===== config.mk =====
export PLATFORM = sky130hd
export DESIGN_NAME = frog_game_ctrl
export DESIGN_NICKNAME = d
export VERILOG_FILES = /design/src/rtl/frog_game_ctrl.sv
export SDC_FILE = /design/constraint.sdc
export NUM_CORES = 1
export LEC_CHECK = 0
export BUFFER_PORTS_ARGS = -buffer_cell sky130_fd_sc_hd__buf_2
export CAP_MARGIN = 30
export CELL_PAD_IN_SITES_DETAIL_PLACEMENT = 1
export CELL_PAD_IN_SITES_GLOBAL_PLACEMENT = 2
export CORE_ASPECT_RATIO = 1.1
export CORE_MARGIN = 10
export CORE_UTILIZATION = 22
export CTS_CLUSTER_DIAMETER = 40
export CTS_CLUSTER_SIZE = 14
export DETAILED_ROUTE_END_ITERATION = 8
export PLACE_DENSITY = 0.74
export REMOVE_ABC_BUFFERS = 1
export SYNTH_ARGS = -nofsm -noshare
export SYNTH_HDL_FRONTEND = slang
export SYNTH_SLANG_ARGS = --single-unit

===== constraint.sdc =====
create_clock -name clk -period 4.2 [get_ports clk]
set_input_delay 0.21 -clock clk [delete_from_list [all_inputs] [get_ports clk]]
set_output_delay 0.21 -clock clk [all_outputs]
set_load 0.005 [all_outputs]

===== src/rtl/frog_game_ctrl.sv =====
// Frog game-state controller: per-frame car collision scan, goal detect,
// lives/score/level bookkeeping and frog respawn pulse.
module frog_game_ctrl #(
  parameter int NUM_CARS     = 8,
  parameter int FROG_SIZE    = 32,
  parameter int CAR_W        = 64,
  parameter int INIT_LIVES   = 3,
  parameter int DEATH_FRAMES = 60,
  parameter int WIN_FRAMES   = 30
) (
  input  logic                    clk,
  input  logic                    reset,
  input  logic                    frame_tick,
  input  logic                    start,
  input  logic [9:0]              frog_x,
  input  logic [9:0]              frog_y,
  input  logic [10*NUM_CARS-1:0]  car_x,
  input  logic [10*NUM_CARS-1:0]  car_y,
  output logic                    frog_reset,
  output logic [2:0]              state,
  output logic [1:0]              lives,
  output logic [7:0]              score,
  output logic [3:0]              level,
  output logic                    game_over
);

  localparam int IW   = (NUM_CARS > 1) ? $clog2(NUM_CARS) : 1;
  localparam int MAXF = (DEATH_FRAMES > WIN_FRAMES) ? DEATH_FRAMES
                                                    : WIN_FRAMES;
  localparam int CW   = $clog2(MAXF + 1);

  localparam logic [IW-1:0] LAST   = IW'(NUM_CARS - 1);
  localparam logic [CW-1:0] DEAD_N = CW'(DEATH_FRAMES);
  localparam logic [CW-1:0] WIN_N  = CW'(WIN_FRAMES);
  localparam logic [1:0]    LIVES0 = 2'(INIT_LIVES);

  typedef enum logic [2:0] {
    S_IDLE = 3'd0,
    S_PLAY = 3'd1,
    S_SCAN = 3'd2,
    S_DEAD = 3'd3,
    S_WIN  = 3'd4,
    S_OVER = 3'd5
  } state_e;

  state_e        state_q;
  logic          frog_reset_q;
  logic [1:0]    lives_q;
  logic [7:0]    score_q;
  logic [3:0]    level_q;
  logic          game_over_q;
  logic [IW-1:0] idx_q;
  logic          hit_q;
  logic [CW-1:0] cnt_q;
  logic          start_prev_q;

  logic [9:0]    cx;
  logic [9:0]    cy;
  logic          hit_now;
  logic          hit_d;
  logic [CW-1:0] cnt_d;
  logic          start_edge;

  // 11-bit sums keep the overlap test free of wrap near x=1023
  always_comb begin
    cx      = car_x[10*int'(idx_q) +: 10];
    cy      = car_y[10*int'(idx_q) +: 10];
    hit_now = (cy == frog_y) &&
              ({1'b0, frog_x} < ({1'b0, cx} + 11'(CAR_W))) &&
              ({1'b0, cx} < ({1'b0, frog_x} + 11'(FROG_SIZE)));
    hit_d      = hit_q | hit_now;
    cnt_d      = cnt_q + 1'b1;
    start_edge = start & ~start_prev_q;
  end

  always_ff @(posedge clk) begin
    if (reset) begin
      state_q      <= S_IDLE;
      frog_reset_q <= 1'b0;
      lives_q      <= LIVES0;
      score_q      <= 8'd0;
      level_q      <= 4'd0;
      game_over_q  <= 1'b0;
      idx_q        <= '0;
      hit_q        <= 1'b0;
      cnt_q        <= '0;
      start_prev_q <= 1'b0;
    end else begin
      start_prev_q <= start;
      frog_reset_q <= 1'b0;
      unique case (state_q)
        S_IDLE, S_OVER: begin
          if (start_edge) begin
            lives_q      <= LIVES0;
            score_q      <= 8'd0;
            level_q      <= 4'd0;
            game_over_q  <= 1'b0;
            frog_reset_q <= 1'b1;
            state_q      <= S_PLAY;
          end
        end
        S_PLAY: begin
          if (frame_tick) begin
            if (frog_y == 10'd0) begin
              state_q <= S_WIN;
              cnt_q   <= '0;
              if (score_q != 8'hFF) score_q <= score_q + 8'd1;
              if (level_q != 4'hF)  level_q <= level_q + 4'd1;
            end else begin
              hit_q   <= 1'b0;
              idx_q   <= '0;
              state_q <= S_SCAN;
            end
          end
        end
        S_SCAN: begin
          hit_q <= hit_d;
          idx_q <= idx_q + 1'b1;
          if (idx_q == LAST) begin
            cnt_q <= '0;
            if (hit_d) begin
              state_q <= S_DEAD;
              if (lives_q != 2'd0) lives_q <= lives_q - 2'd1;
            end else begin
              state_q <= S_PLAY;
            end
          end
        end
        S_DEAD: begin
          if (frame_tick) begin
            cnt_q <= cnt_d;
            if (cnt_d == DEAD_N) begin
              if (lives_q == 2'd0) begin
                state_q     <= S_OVER;
                game_over_q <= 1'b1;
              end else begin
                state_q      <= S_PLAY;
                frog_reset_q <= 1'b1;
              end
            end
          end
        end
        S_WIN: begin
          if (frame_tick) begin
            cnt_q <= cnt_d;
            if (cnt_d == WIN_N) begin
              state_q      <= S_PLAY;
              frog_reset_q <= 1'b1;
            end
          end
        end
        default: state_q <= S_IDLE;
      endcase
    end
  end

  assign frog_reset = frog_reset_q;
  assign state      = state_q;
  assign lives      = lives_q;
  assign score      = score_q;
  assign level      = level_q;
  assign game_over  = game_over_q;

endmodule

==> run metrics, run 1 <==
Area Growth Syn to Fin 39.9%; status complete, no violations; final non-filler cell total 798; number of nets in the layout 800; drc violations 0; worst min-delay path category in2reg; PortBufs 202; CTS Buffer Depth 2; initial DRC count 102; leading cell types in the layout, fill and taps excluded 202 x sky130_fd_sc_hd__buf_2, 39 x sky130_fd_sc_hd__nor2_1, 28 x sky130_fd_sc_hd__ha_1; total die area 0.0219 mm2; sequential-to-total area share from yosys stat 0.167; reported max-cap violation count 0; H-Tree Depth 2; overall overflow remaining after global route 0; CP endpoint kind register; iteration count of the initial detailed-routing pass 4; vias per cell 4.88; worst setup slack after layout 0.540 ns; fraction of met3 tracks used by global routing 0.0394; met2 Resource Use GR 0.252; final cycle utilization of the critical path 0.871; total global routing track utilization 0.138; worst slew margin relative to its limit 0.536; total count of hold-check failures in the final report 0; maximum number of pins on one net before global-route repair 22; cell at the root of the clock tree sky130_fd_sc_hd__clkbuf_16; total setup buffers inserted after CTS 0; final count of pins violating max slew 0; Post-Route WL 15400 um; Netlist cell types 54; grt met1 use 0.147; maximum fanout along the worst path 17; Routed WL per cell 19.3 um; Skew-Pair Late Insertion Delay 0.28 ns; clock tree from TritonCTS yes; number of nets with antenna violations after routing 0; worst slew pin tran 0.693 ns; Static Leak 2.22 nW; number of antenna violations at the first check in global routing 5; Boundary Pins 203; Die Span X 142 um; Worst-path clk slew 0.06 ns; power density normalized to cell area 255 mW/mm2; overall die height 154 um; number of enable-type register cells in the synthesized netlist 0; final setup fails 0; most common flop cell mapped by yosys sky130_fd_sc_hd__dfxtp_1; pre-CTS worst setup slack 0.518 ns; final HPWL from detailed placement 13600 um; required time at the endpoint of the critical path 4.35 ns; first-pass GRT wire length 24600 um; number of sinks handled by clock tree synthesis 30; WS Path Type reg2reg; arrival time reported for the critical path endpoint 3.81 ns; Worst setup SP type register; count of hold buffers inserted by post-cts repair 0; commonest non-fill, non-tap cell in the layout sky130_fd_sc_hd__buf_2; shortest period the worst path allows 3.66 ns; Core Rows 49; via count of the first global-routing pass 4653; summed instance area of the synthesized netlist 0.00360 mm2; clk_skew 0.00364 ns; Ys Warns 0; total vias in the final route 3894; post-synthesis register bit count 30; async set-reset flop share out of synthesis 0; Worst Hold Slack 0.183 ns; Num CTS Buffers 5; Synth Area per Inst 9.18 um2; post-route total power 1.28 mW; Max VDD drop 0.150 mV; Post-Synthesis Cells 392; starting density of the core 0.222; placed cell count 785; core area 0.0162 mm2; GRT Max-Usage Layer met2; fmax 0.273 GHz; Resized cells post-CTS 0; setup repair after global routing missed its margin no; layout cells sized above 1 0.455; routability cong. 0.799
## flip-flops by register name, indices dropped and copies added, names as in the netlist
register      flops
score             8
cnt_q             6
level             4
idx_q             3
state             3
lives             2
frog_reset        1
game_over         1
hit_q             1
start_prev_q      1
## logic make-up after synthesis
| kind of cell | synth area share |
|---|---|
| adder cells (fa/ha/maj) | 0.0973 |
| XOR/XNOR | 0.0608 |
| multiplexers | 0.296 |
| AO/OA/AOI/OAI | 0.145 |
| buffers and inverters | 0.0431 |
| flip-flops | 0.167 |
| AND/OR/NAND/NOR | 0.192 |
## metrics by stage
| stage | utilization | TNS [ns] | area (um2) |
|---|---|---|---|
| detailed placement | 0.298 | 0 | 4820 |
| floorplan | - | -0.337 | 3510 |
| global placement | 0.298 | 0 | 4820 |
| global route | 0.311 | 0 | 5030 |
| CTS | 0.310 | 0 | 5020 |
| finish | 0.311 | 0 | 5030 |
## cell type report
| class | instances | area, um2 |
|---|---|---|
| inverter | 17 | 63.8 |
| antenna | 5 | 12.5 |
| fill | 2007 | 11200 |
| clock buffer | 6 | 139 |
| clock inverter | 2 | 60.1 |
| tap | 204 | 255 |
| multi-input combinational | 326 | 2840 |
| timing repair buffer | 208 | 1060 |
| sequential | 30 | 604 |
## worst max-delay path: stages, from the launching register on
cell                        delay, ns
sky130_fd_sc_hd__dfxtp_2         0.56
sky130_fd_sc_hd__buf_4           0.34
sky130_fd_sc_hd__mux4_2          0.34
sky130_fd_sc_hd__mux2_2          0.30
sky130_fd_sc_hd__ha_1            0.29
sky130_fd_sc_hd__and3_1          0.18
sky130_fd_sc_hd__a221oi_1        0.30
sky130_fd_sc_hd__a21oi_1         0.16
sky130_fd_sc_hd__nor4b_4         0.33
sky130_fd_sc_hd__nand4_2         0.19
sky130_fd_sc_hd__a2111oi_4       0.40
sky130_fd_sc_hd__a22oi_1         0.13
## layer usage
metal	vias to the layer above	share of wire	wire, um
met5	-	0	0
met4	0	0.017	255
met3	15	0.063	971
met2	113	0.53	8190
met1	1869	0.39	5990
li1	1897	-	-
## where the power goes
group | switching (mW) | internal [mW]
Sequential | 0.0268 | 0.299
Clock | 0.136 | 0.356
Combinational | 0.233 | 0.233
## Yosys cell counts (all sizes together) (2+ instances only)
cell	instances	area (um2)
nand2	20	75.1
a22oi	7	52.6
nor4	4	31.3
mux2i	25	250
a32oi	2	17.5
o21ai	9	45.0
buf	11	61.3
o31ai	2	15.0
clkbuf	8	30.0
o22ai	4	25.0
xnor2	10	87.6
nor2b	7	43.8
nor3	7	35.0
mux2	16	180
inv	17	63.8
o21a	5	37.5
a221oi	5	43.8
nor2	39	146
a211o	2	17.5
nand4	8	56.3
o211ai	4	30.0
ha	28	350
dfxtp	30	601
nand3	16	80.1
and3	9	56.3
nor4b	3	56.3
a21oi	19	95.1
xor2	15	131
mux4	28	634
a21o	4	30.0
or3	3	18.8
and2	2	12.5
nand2b	5	31.3
a31oi	5	31.3
## worst paths after layout
kind                                       startpoint                      end  slack, ns  cells after the start
worst max-delay path            idx_q[1]$_SDFFE_PP0P_    lives[1]$_SDFFE_PP1P_       0.54                     11
worst min-delay path                            start  start_prev_q$_SDFF_PP0_       0.18                      2
worst max register to register  idx_q[1]$_SDFFE_PP0P_    lives[1]$_SDFFE_PP1P_       0.54                     11
worst min register to register     hit_q$_SDFFE_PP0P_       hit_q$_SDFFE_PP0P_       0.47                      2
No activity file was read; power rests on OpenSTA's default activity.
==> inputs of run 2 (changes only) <==
Settings changed: RECOVER_POWER from default to 25.
==> run 2 against run 1 <==
Sequential share of layout area about the same. Global-route usage unchanged. Sequential power about the same. Setup slack worse by 0.0053 ns. Total power down 0.12%. Register-to-register slack about the same. Combinational power about the same. Largest power group unchanged. Highest routed layer unchanged. Die area unchanged. Worst hold slack about the same. Non-clock buffer count unchanged. Via count about the same. Critical endpoint unchanged. Final cell count unchanged.
==> run metrics, run 2 (synthesis results as in run 1) <==
final count of pins violating max slew 0 (unchanged); Num CTS Buffers 5 (unchanged); library cell contributing the largest single delay on the critical path sky130_fd_sc_hd__dfxtp_2 (unchanged); final HPWL from detailed placement 13600 um (unchanged); cell at the root of the clock tree sky130_fd_sc_hd__clkbuf_16 (unchanged); worst slew margin relative to its limit 0.277 (was 0.536); H-Tree Depth 2 (unchanged); routability cong. 0.799 (unchanged); worst min-delay path category in2reg (unchanged); Worst Hold Slack 0.183 ns (about the same); Largest stage delay, worst path 0.56 ns (about the same); power density normalized to cell area 255 mW/mm2 (about the same); CP endpoint kind register (unchanged); number of nets with antenna violations after routing 0 (unchanged); iteration count of the initial detailed-routing pass 4 (unchanged); Post-Route WL 15400 um (about the same); status complete, no violations (unchanged); fmax 0.273 GHz (about the same); via count of the first global-routing pass 4653 (unchanged); clock tree from TritonCTS yes (unchanged); starting density of the core 0.222 (unchanged); final cycle utilization of the critical path 0.873 (was 0.871); maximum fanout along the worst path 17 (unchanged); layout cells sized above 1 0.436 (was 0.455); Worst-path clk slew 0.06 ns (about the same); Resized cells post-CTS 0 (unchanged); maximum number of pins on one net before global-route repair 22 (unchanged); Area Growth Syn to Fin 39.5% (was 39.9%); Core Rows 49 (unchanged); R2R depth 11 (unchanged); Hold Crit Depth 2 (unchanged); final setup fails 0 (unchanged); FF-to-FF setup slack 0.53 ns (was 0.54 ns); Worst setup SP type register (unchanged); total vias in the final route 3895 (was 3894); worst reg2reg path endpoint lives[1]$_SDFFE_PP1P_ (unchanged); reported max-cap violation count 0 (unchanged); total count of hold-check failures in the final report 0 (unchanged); WS Path Type reg2reg (unchanged); launch instance of the worst register-to-register path idx_q[1]$_SDFFE_PP0P_ (unchanged); total global routing track utilization 0.138 (unchanged); Die Span X 142 um (unchanged); Boundary Pins 203 (unchanged); final core area utilization 0.310 (was 0.311); Worst Hold Endpoint start_prev_q$_SDFF_PP0_ (unchanged); clk_skew 0.00373 ns (was 0.00364 ns); kind of cell adding the most delay to the critical path compound AO/OA/AOI/OAI gates (unchanged); first-pass GRT wire length 24600 um (unchanged); Static Leak 2.17 nW (was 2.22 nW); number of antenna violations at the first check in global routing 5 (unchanged); Max VDD drop 0.150 mV (about the same); vias per cell 4.88 (about the same); Routed WL per cell 19.3 um (about the same); Skew-Pair Late Insertion Delay 0.28 ns (about the same); WP buf/inv 1 (unchanged); drc violations 0 (unchanged); total setup buffers inserted after CTS 0 (unchanged); number of nets in the layout 800 (unchanged); overall overflow remaining after global route 0 (unchanged); setup repair after global routing missed its margin no (unchanged); count of hold buffers inserted by post-cts repair 0 (unchanged); total die area 0.0219 mm2 (unchanged); Worst Hold Launch start (unchanged); number of sinks handled by clock tree synthesis 30 (unchanged); shortest period the worst path allows 3.67 ns (was 3.66 ns); leading cell types in the layout, fill and taps excluded 191 x sky130_fd_sc_hd__buf_2, 39 x sky130_fd_sc_hd__nor2_1, 28 x sky130_fd_sc_hd__ha_1 (was 202 x sky130_fd_sc_hd__buf_2, 39 x sky130_fd_sc_hd__nor2_1, 28 x sky130_fd_sc_hd__ha_1); PortBufs 202 (unchanged); overall die height 154 um (unchanged); worst slew pin tran 1.08 ns (was 0.693 ns); required time at the endpoint of the critical path 4.35 ns (about the same); core area 0.0162 mm2 (unchanged); Largest register FFs 8 (unchanged); CTS Buffer Depth 2 (unchanged); filler instances 2013 (was 2007); arrival time reported for the critical path endpoint 3.82 ns (was 3.81 ns); cell chain of the critical path buf_4, mux4_2, mux2_2, ha_1, and3_1, a221oi_1, a21oi_1, nor4b_4, nand4_2, a2111oi_4, a22oi_1 (unchanged); initial DRC count 106 (was 102); commonest non-fill, non-tap cell in the layout sky130_fd_sc_hd__buf_2 (unchanged)
[run 2: cell types whose count changed in the layout (fill, tap and decap cells not counted), sizes merged]
cell,change
buf,-11
clkbuf,+11
[run 2: power breakdown]
group	switching (mW)	internal [mW]	leakage, nW
logic	0.233	0.232	1.83
clock network	0.135	0.356	0.0971
registers	0.0269	0.299	0.244
[run 2: layout make-up]
cell class,count,area (um2),share of cell area
clock buffers,6,139,0.0277
diodes,5,12.5,0.00249
inverters,17,63.8,0.0127
clock inverters,2,60.1,0.0120
well taps,204,255,0.0508
multi-input cells,326,2840,0.566
repair buffers,208,1040,0.208
flip-flops and latches,30,604,0.120
[run 2: worst max path at each step]
| stage | start | to | slack [ns] | cells past startpoint |
|---|---|---|---|---|
| 6_report | idx_q[1]$_SDFFE_PP0P_ | lives[1]$_SDFFE_PP1P_ | 0.53 | 11 |
| 5_1_grt | idx_q[0]$_SDFFE_PP0P_ | lives[0]$_SDFFE_PP1P_ | 0.21 | 13 |
| 4_1_cts | idx_q[1]$_SDFFE_PP0P_ | lives[0]$_SDFFE_PP1P_ | 0.52 | 11 |
| 3_5_place_dp | idx_q[1]$_SDFFE_PP0P_ | lives[0]$_SDFFE_PP1P_ | 0.52 | 11 |
| 3_3_place_gp | idx_q[1]$_SDFFE_PP0P_ | lives[1]$_SDFFE_PP1P_ | 0.62 | 11 |
| 2_1_floorplan | idx_q[1]$_SDFFE_PP0P_ | lives[1]$_SDFFE_PP1P_ | -0.18 | 10 |
[run 2: per-stage QoR]
| stage | power (mW) | cells | TNS (ns) | worst slack [ns] | area, um2 |
|---|---|---|---|---|---|
| finish | 1.28 | 798 | 0 | 0.535 | 5020 |
| global route | 1.37 | 798 | 0 | 0.213 | 5020 |
| CTS | 1.30 | 793 | 0 | 0.520 | 5020 |
| detailed placement | 0.801 | 785 | 0 | 0.518 | 4820 |
| global placement | 0.791 | 785 | 0 | 0.620 | 4820 |
| floorplan | 0.606 | 373 | -0.337 | -0.181 | 3510 |
[run 2: worst reg2reg max path, delay by kind of cell, from the launching register on]
family / cells / cell delay (ns)
buffers and inverters: 1 / 0.34
flip-flops: 1 / 0.56
adder cells (fa/ha/maj): 1 / 0.29
AND/OR/NAND/NOR: 3 / 0.70
multiplexers: 2 / 0.65
AO/OA/AOI/OAI: 4 / 1.00
[run 2: routing by layer]
layer  routed length (um)  track usage
met1                 5980        0.147
met2                 8200        0.252
met3                  956       0.0394
met4                  255       0.0497
met5                    0            0
